**src/rtl/p2s_serializer.sv**
```systemverilog
// Parallel-to-serial upstream stage: takes a word on load/ready, shifts it into the
// FIFO serial write port one bit per cycle, optional parity bit, stalls on full, abort flushes.
module p2s_serializer #(
    parameter int unsigned WIDTH     = 8,
    parameter bit          MSB_FIRST = 1'b1,
    parameter int unsigned PARITY    = 0
) (
    input  logic             clk_in,
    input  logic             rst,
    input  logic [WIDTH-1:0] word_in,
    input  logic             load,
    input  logic             abort,
    input  logic             full,
    output logic             ready,
    output logic             dataIn,
    output logic             insert,
    output logic             flush,
    output logic             busy,
    output logic [15:0]      words_sent,
    output logic [1:0]       state_o
);

    localparam int unsigned CNT_W = (WIDTH > 1) ? $clog2(WIDTH) : 1;

    typedef enum logic [1:0] {
        ST_IDLE   = 2'd0,
        ST_SHIFT  = 2'd1,
        ST_PARITY = 2'd2
    } state_e;

    state_e             state_q, state_d;
    logic [WIDTH-1:0]   shift_q, shift_d;
    logic [CNT_W-1:0]   cnt_q, cnt_d;
    logic               par_q, par_d;
    logic               flush_q, flush_d;
    logic [15:0]        words_q, words_d;

    logic               head_bit;
    logic               parity_bit;
    logic [WIDTH-1:0]   shift_adv;
    logic               last_bit;

    // Handshake: a word is taken on any edge with load && ready; ready is purely
    // state-derived (high only in IDLE) so it never depends on load in the same cycle.
    assign ready      = (state_q == ST_IDLE);
    assign busy       = ~ready;
    assign flush      = flush_q;
    assign words_sent = words_q;
    assign state_o    = state_q;

    assign head_bit   = MSB_FIRST ? shift_q[WIDTH-1] : shift_q[0];
    assign parity_bit = (PARITY == 2) ? ~par_q : par_q;
    assign shift_adv  = MSB_FIRST ? {shift_q[WIDTH-2:0], 1'b0} : {1'b0, shift_q[WIDTH-1:1]};
    assign last_bit   = (cnt_q == CNT_W'(WIDTH - 1));

    // Write strobe is gated by full in the same cycle so the FIFO is never overrun.
    assign insert = ((state_q == ST_SHIFT) || (state_q == ST_PARITY)) && !full && !abort;

    always_comb begin
        dataIn = 1'b0;
        case (state_q)
            ST_SHIFT:  dataIn = head_bit;
            ST_PARITY: dataIn = parity_bit;
            default:   dataIn = 1'b0;
        endcase
    end

    always_comb begin
        state_d = state_q;
        shift_d = shift_q;
        cnt_d   = cnt_q;
        par_d   = par_q;
        words_d = words_q;
        flush_d = 1'b0;
        if (abort) begin
            state_d = ST_IDLE;
            shift_d = '0;
            cnt_d   = '0;
            flush_d = 1'b1;
        end else begin
            case (state_q)
                ST_IDLE: begin
                    if (load) begin
                        state_d = ST_SHIFT;
                        shift_d = word_in;
                        cnt_d   = '0;
                        par_d   = ^word_in;
                    end
                end
                ST_SHIFT: begin
                    if (insert) begin
                        shift_d = shift_adv;
                        if (last_bit) begin
                            cnt_d = '0;
                            if (PARITY != 0) begin
                                state_d = ST_PARITY;
                            end else begin
                                state_d = ST_IDLE;
                                words_d = words_q + 16'd1;
                            end
                        end else begin
                            cnt_d = cnt_q + CNT_W'(1);
                        end
                    end
                end
                ST_PARITY: begin
                    if (insert) begin
                        state_d = ST_IDLE;
                        words_d = words_q + 16'd1;
                    end
                end
                default: state_d = ST_IDLE;
            endcase
        end
    end

    always_ff @(posedge clk_in) begin
        if (rst) begin
            state_q <= ST_IDLE;
            shift_q <= '0;
            cnt_q   <= '0;
            par_q   <= 1'b0;
            flush_q <= 1'b0;
            words_q <= 16'd0;
        end else begin
            state_q <= state_d;
            shift_q <= shift_d;
            cnt_q   <= cnt_d;
            par_q   <= par_d;
            flush_q <= flush_d;
            words_q <= words_d;
        end
    end

endmodule

```
**config.mk**
```make
export PLATFORM = sky130hd
export DESIGN_NAME = p2s_serializer
export DESIGN_NICKNAME = d
export VERILOG_FILES = /design/src/rtl/p2s_serializer.sv
export SDC_FILE = /design/constraint.sdc
export NUM_CORES = 1
export LEC_CHECK = 0
export ABC_AREA = 0
export CAP_MARGIN = 15
export CORE_MARGIN = 3
export CORE_UTILIZATION = 42
export CTS_CLUSTER_DIAMETER = 60
export DETAILED_ROUTE_END_ITERATION = 7
export PLACE_DENSITY = 0.74
export SYNTH_ARGS = -nofsm -noshare
export SYNTH_HDL_FRONTEND = slang
export SYNTH_SLANG_ARGS = --single-unit
```
**constraint.sdc**
```tcl
create_clock -name clk_in -period 1.9 [get_ports clk_in]
set_input_delay 0.19 -clock clk_in [delete_from_list [all_inputs] [get_ports clk_in]]
set_output_delay 0.19 -clock clk_in [all_outputs]
set_load 0.02 [all_outputs]
```
### After elaboration in Yosys (flattened, before gate mapping)

Cells that the tools add are included.

| word-level totals | value |
|---|---|
| input bits | 13 |
| register bits | 31 |
| output and inout bits | 23 |

| cells by class | value |
|---|---|
| equal/unequal tests | 7 |
| add/subtract/negate cells | 2 |
| mux-type cells | 18 |
| bitwise logic cells | 2 |
| reduce and logical (&&, ||, !) cells | 14 |

Operators with widths:

| kind | number |
|---|---|
| $mux 16 | 3 |
| $pmux 16 s2 | 1 |
| $add 16x1->16 const B | 1 |
| $mux 8 | 2 |
| $pmux 8 s2 | 1 |
| $mux 3 | 3 |
| $mux 2 | 4 |
| $ne 2x2->1 const B | 4 |
| $reduce_xor 8->1 | 1 |
| $pmux 2 s3 | 1 |
| $pmux 3 s2 | 1 |
| $reduce_and 3->1 | 2 |
| $reduce_and 5->1 | 1 |
| $reduce_and 4->1 | 1 |
| $reduce_bool 2->1 | 2 |
| $add 3x1->3 const B | 1 |
| $eq 3x3->1 const B | 1 |
| $eq 2x1->1 const B | 1 |
| $eq 2x2->1 const B | 1 |
| $logic_and 1x1->1 | 2 |
| $logic_not 1->1 | 2 |
| $logic_not 2->1 | 1 |
| $not 1->1 | 2 |
| $pmux 1 s2 | 1 |
| 3 further kinds | 3 |

### Logic depth before layout (Yosys ltp)

Gate-level depths: netlist (run 1).

| logic depth | value |
|---|---|
| depth after elaboration | 6 |
| mapped depth | 7 |
| mapped depth without buffers | 6 |

### Least setup slack after synthesis (run 1)

Ideal clock, no wire load.

| path | value |
|---|---|
| path kind | register to register |
| start | register cnt_q[0] |
| end | register words_q[15] (netlist: words_sent[15]) |
| arrival | 1867 ps |
| path buffers | 0 |
| data required time | 1830 ps |
| stages on the path, launching flop included | 7 |
| clock period less this slack | 1938 ps |
| path slack | -38 ps |
| cell sequence | dfxtp_1 -> ha_1 -> ha_1 -> nand4bb_4 -> or4_4 -> or3_1 -> a21oi_1 |

| on the way | value |
|---|---|
| longest elaborated chain between the ends | 3 |

Ends and longest elaborated chain:

| item | RTL line | RTL |
|---|---|---|
| start, declared | 33 | `logic [CNT_W-1:0] cnt_q, cnt_d;` |
| start signal, assigned | 128 | `cnt_q <= cnt_d;` |
| $eq 3x3->1 | 54 | `assign last_bit = (cnt_q == CNT_W'(WIDTH - 1));` |
| $ne 2x2->1 (no line) | -- |  |
| $reduce_and 5->1 (no line) | -- |  |
| end signal, assigned | 131 | `words_q <= words_d;` |
| end, declared | 36 | `logic [15:0] words_q, words_d;` |

No other way between the ends.
A chain may end at the register's enable or synchronous reset.

### Worst setup path in the final report (run 1)

| path | value |
|---|---|
| start | register state_q[0] (netlist: state_o[0]) |
| end | output port ready |

| on the way | value |
|---|---|
| longest elaborated chain between the ends | 1 |

Ends and longest elaborated chain:

| item | RTL line | RTL |
|---|---|---|
| start, declared | 31 | `state_e state_q, state_d;` |
| start signal, assigned | 126 | `state_q <= state_d;` |
| $logic_not 2->1 | 45 | `assign ready = (state_q == ST_IDLE);` |
| end, declared | 14 | `output logic ready,` |

No other way between the ends.

==> qor.yml, run 1 <==
status: "finished, final reports clean"
switching_share: 0.238
clk_path_buf_depth: 2
rows: 19
design_area_um2: 1860
cts_buffers: 5
p_int_mw: 0.825
antenna_found_initial: 0
fin_skew_ns: 0.00208
async_reset_ff_frac: 0
grt_use_total: 0.173
reg2reg_slack_ns: 0.14
synth.lib_cells_used.distinct: 31
p_sw_mw: 0.258
routabilityCongestion: 0.748
die_w_um: 61.8
clk_pin_slew_ns: 0.08
p_seq_frac: 0.575
yosysTopAreaCell: "dfxtp_1"
diodes: 0
vias: 1178
p_per_area_nw_per_um2: 584
dieArea_um2: 3820
busiest_layer: "met2"
synth_seq_cells: 29
drtPass1Iterations: 4
synth_top_area_frac: 0.444
vdd_drop_max_uv: 384
drv_cap: 0
synth_flop_cell: "dfxtp_1"
synth-edff-count: 0
via_per_inst: 5.21
clock_latency_ns: 0.33
die_height_um: 61.8
max_freq_mhz: 565
cp_max_fo: 7
period_share: 0.932
met3_usage: 0.0682
dpl_cell_area_um2: 1770
grt_first_pass_wirelength_mm: 4.80
slew_viol_final: 0
use_met2: 0.281
synth.most_common_cell: "dfxtp_1"
synthTopCellsByArea: "dfxtp_1, nor2_1, mux2i_1"
finalCriticalPeriod_ns: 1.77
post-dp-hpwl_mm: 2.17
critPathKind: "reg -> out"
p_leak_nw: 0.671
h-tree-depth: 2
place_inst: 217
combPwrFrac: 0.103
ios: 36
drt-total-wl_mm: 2.82
seqCellArea_um2: 583
fin_util: 0.650
multiInputGateArea_um2: 707
clkPwrFrac: 0.323
synth_area_um2: 1310
cts-root-buf: "clkbuf_4"
grt_max_degree: 17
hold_viol: 0
grt_overflow: 0
syn_to_final_growth_pct: 41.8
totalPowerFinal_mw: 1.08
rsz0062_at_grt: "false"
syn-num-nets: 163
syn_inst: 147
drc_errors: 0
wire_per_inst_um: 12.5
cp.required_ns: 1.71
grtUsageMet1: 0.204
core_area_um2: 2850
ant_nets: 0
setup_viol: 0
cts.sinks: 29
crit_arrival_ns: 1.58
drive_gt1_frac: 0.174
ys_seq_area_frac: 0.444
yosysWarnings: 0
cts_tree: "done"
nFillCells: 253
end_kind: "output port"
io_buffers: 34
start_util: 0.459
min_path_type: "in -> reg"
whs_ns: 0.468
nets: 210
final_cells: 226
avgSynthCellArea_um2: 8.90
grt_pass1_vias: 1138
drtIter0Drc: 56
synth_common_cells: "dfxtp_1, nor2_1"
startpoint_type: "flop"
==> area by class of cell <==
type	count	area share
timing repair buffer	48	0.247
clock buffer	8	0.0263
tap	31	0.0209
inverter	5	0.0101
sequential	29	0.314
multi-input combinational	105	0.381
==> registers in the layout, summed over array words and instances, names as in the netlist <==
register	cells
cnt_q	3
flush	1
shift_q	8
state_o	1
words_sent	16
==> placed cells by master, fill, tap and decap left out, types with 4 or more instances in the layout <==
cell type,n
nor2_1,25
nand2_1,7
nand3_1,7
buf_4,13
xnor2_1,7
clkbuf_4,5
a211oi_1,7
nor4_1,4
a21oi_1,5
inv_1,5
mux2i_1,7
clkdlybuf4s50_1,32
dfxtp_1,27
==> layer usage <==
layer  up-vias  routed length [µm]
li1        603                   -
met1       539                1280
met2        31                1330
met3         5                 159
met4         0                  46
met5         -                   0
==> path summary, 6_finish.rpt <==
path / depth (start not counted) / from / endpoint
worst max-delay path: 3 / state_o[0] / ready
worst min-delay path: 3 / word_in[0] / shift_q[0]
worst max register to register: 6 / cnt_q[0] / words_sent[15]
worst min register to register: 2 / shift_q[0] / shift_q[0]
==> power by group through the flow <==
stage | clock (mW) | combinational, mW | sequential (mW)
CTS | 0.357 | 0.112 | 0.623
global placement | 0 | 0.110 | 0.637
global route | 0.390 | 0.122 | 0.624
finish | 0.350 | 0.111 | 0.623
floorplan | 0 | 0.0547 | 0.639
detailed placement | 0 | 0.112 | 0.637
==> cell families (layout without fill, tap and decap cells) <==
logic type | count (synthesis) | in the layout | synth area share
AND/OR/NAND/NOR | 61 | 61 | 0.245
adder cells (fa/ha/maj) | 3 | 3 | 0.0287
other | 1 | 1 | 0.00287
flip-flops | 29 | 29 | 0.444
buffers and inverters | 13 | 61 | 0.0449
XOR/XNOR | 10 | 10 | 0.0669
AO/OA/AOI/OAI | 22 | 22 | 0.106
multiplexers | 8 | 8 | 0.0621
==> critical path, cell delays in order (launching register included) <==
cell and delay [ns]:
dfxtp_1 0.35, buf_4 0.18, inv_1 0.11, clkdlybuf4s50_1 0.62
==> per-stage QoR <==
stage                     setup WS (ns)  TNS (ns)
after floorplan                 0.00643         0
after global placement          -0.0285   -0.0566
after detailed placement         -0.118    -0.211
after CTS                        0.0127         0
after global routing             0.0520         0
final                             0.130         0
==> what timing repair did <==
item                                    in CTS  in global routing
gates cloned                                 0                  0
buffers inserted                             1                  0
endpoints found under the setup margin       3                  5
resized for setup                            4                  8
hold endpoints to repair                     0                  0
pin swaps                                    1                  2
hold buffers                                 0                  0
(Power assumes the default switching activity.)
==> run 2: changes to the inputs <==
--- a/config.mk
+++ b/config.mk
@@ -6,8 +6,8 @@
 export NUM_CORES = 1
 export LEC_CHECK = 0
 export ABC_AREA = 0
+export ABC_CLOCK_PERIOD_IN_PS = 1900
 export CAP_MARGIN = 15
-export CORE_MARGIN = 3
 export CORE_UTILIZATION = 42
 export CTS_CLUSTER_DIAMETER = 60
 export DETAILED_ROUTE_END_ITERATION = 7
==> qor.yml, run 2 (synthesis gave the netlist of run 1 again) <==
diodes: 0
r2r_start: "cnt_q[0]"
grt_overflow: 0
multiInputGateArea_um2: 698
h-tree-depth: 2
path_buf_inv: 0
combPwrFrac: 0.083
core_area_um2: 2850
switching_share: 0.223
crit_arrival_ns: 2.10
dpl_cell_area_um2: 1760
drive_gt1_frac: 0.165
p_seq_frac: 0.492
routabilityCongestion: 0.809
final_common_cell: "clkdlybuf4s50_1"
cts_tree: "done"
r2r-end: "words_sent[13]"
status: "finished with violations"
syn_to_final_growth_pct: 42.6
rsz0062_at_grt: "true"
startpoint_type: "flop"
largest_reg_flops: 16
die_w_um: 57.8
post-dp-hpwl_mm: 2.22
vias: 1176
min_path_cells: 3
p_int_mw: 0.985
seqCellArea_um2: 583
place_inst: 217
hold_end: "shift_q[0]"
drv_cap: 0
final_cell_mix: "clkdlybuf4s50_1, dfxtp_1, nor2_1, buf_4"
p_leak_nw: 0.676
hold_viol: 0
reg2reg_slack_ns: 0.08
grt_pass1_vias: 1124
design_area_um2: 1870
wire_per_inst_um: 12.8
clk_path_buf_depth: 2
fin_skew_ns: 0.0118
clk_pin_slew_ns: 0.11
clkPwrFrac: 0.425
dieArea_um2: 3340
period_share: 0.959
cts-root-buf: "clkbuf_4"
io_buffers: 34
critPathKind: "reg -> reg"
grt_max_degree: 17
path_delay_family: "simple AND/OR/NAND/NOR gates"
vdd_drop_max_uv: 397
p_per_area_nw_per_um2: 679
cp.required_ns: 2.18
ant_nets: 0
grt_use_total: 0.193
reg2reg_depth: 6
drt-total-wl_mm: 2.89
max_freq_mhz: 549
rows: 19
hp-start: "word_in[0]"
cp_slowest_cell: "or4_4"
antenna_found_initial: 0
slew_viol_final: 0
violations: "design-rule violations"
drtIter0Drc: 30
start_util: 0.459
grt_first_pass_wirelength_mm: 4.93
nFillCells: 260
p_sw_mw: 0.283
cts_buffers: 5
nets: 209
cts.sinks: 29
setup_viol: 0
ios: 36
finalCriticalPeriod_ns: 1.82
drc_errors: 1
via_per_inst: 5.23
die_height_um: 57.8
clock_latency_ns: 0.33
drtPass1Iterations: 7
final_cells: 225
crit_chain: "ha_4 > ha_4 > nand4bb_4 > or4_4 > or3_1 > a21oi_1"
min_path_type: "in -> reg"
end_kind: "flop"
slowest_delay_ns: 0.55
cp_max_fo: 3
cpMostUsedCell: "ha_4"
run 2: stage by stage:
stage	setup TNS, ns	utilization	hold slack [ns]	total power, mW	setup slack (ns)
after floorplan	0	-	0.318	0.694	0.00643
after global placement	-0.0569	0.616	0.444	0.739	-0.0291
after detailed placement	-0.220	0.616	0.483	0.743	-0.0920
after CTS	0	0.652	0.455	1.28	0.0295
after global routing	-0.00140	0.654	0.504	1.32	-0.00140
final	0	0.654	0.455	1.27	0.0773
run 2: worst max path at each step:
stage / start / to / slack (ns) / depth (start not counted)
floorplan: cnt_q[0] / words_sent[15] / 0.006 / 6
detailed placement: full / words_sent[15] / -0.09 / 5
global placement: full / words_sent[15] / -0.03 / 5
global route: cnt_q[0] / words_sent[13] / -0.001 / 6
CTS: cnt_q[0] / words_sent[15] / 0.03 / 6
finish: cnt_q[0] / words_sent[13] / 0.08 / 6
run 2: final cells by class:
cell class | instances | share of cell area
multi-input combinational | 105 | 0.374
sequential | 29 | 0.312
timing repair buffer | 47 | 0.235
clock buffer | 6 | 0.0275
tap | 31 | 0.0208
clock inverter | 2 | 0.0201
inverter | 5 | 0.0101
run 2: worst reg2reg max path, delay by kind of cell, from the launching register on:
kind            cells  cell delay (ns)
flops               1             0.36
simple gates        3             1.01
compound gates      1             0.12
fa+ha+maj           2             0.28
run 2: metal layers:
layer	routed length [µm]	GRT usage	up-vias
met3	131	0.0491	8
met1	1270	0.226	535
li1	-	-	599
met2	1440	0.338	34
met5	0	0	-
met4	51	0.0714	0
run 2: repair_timing:
| action | in CTS | in global routing |
|---|---|---|
| endpoints found under the setup margin | 3 | 3 |
| gates resized for setup | 5 | 4 |
| endpoints found under the hold margin | 0 | 0 |
| setup buffers | 0 | 0 |
| pin swaps | 0 | 3 |
| hold buffers | 0 | 0 |
run 2: power groups by stage:
stage / combinational (mW) / clock (mW) / sequential (mW)
floorplan: 0.0547 / 0 / 0.639
global placement: 0.102 / 0 / 0.637
detailed placement: 0.105 / 0 / 0.638
CTS: 0.105 / 0.547 / 0.624
global route: 0.114 / 0.577 / 0.625
finish: 0.105 / 0.539 / 0.624
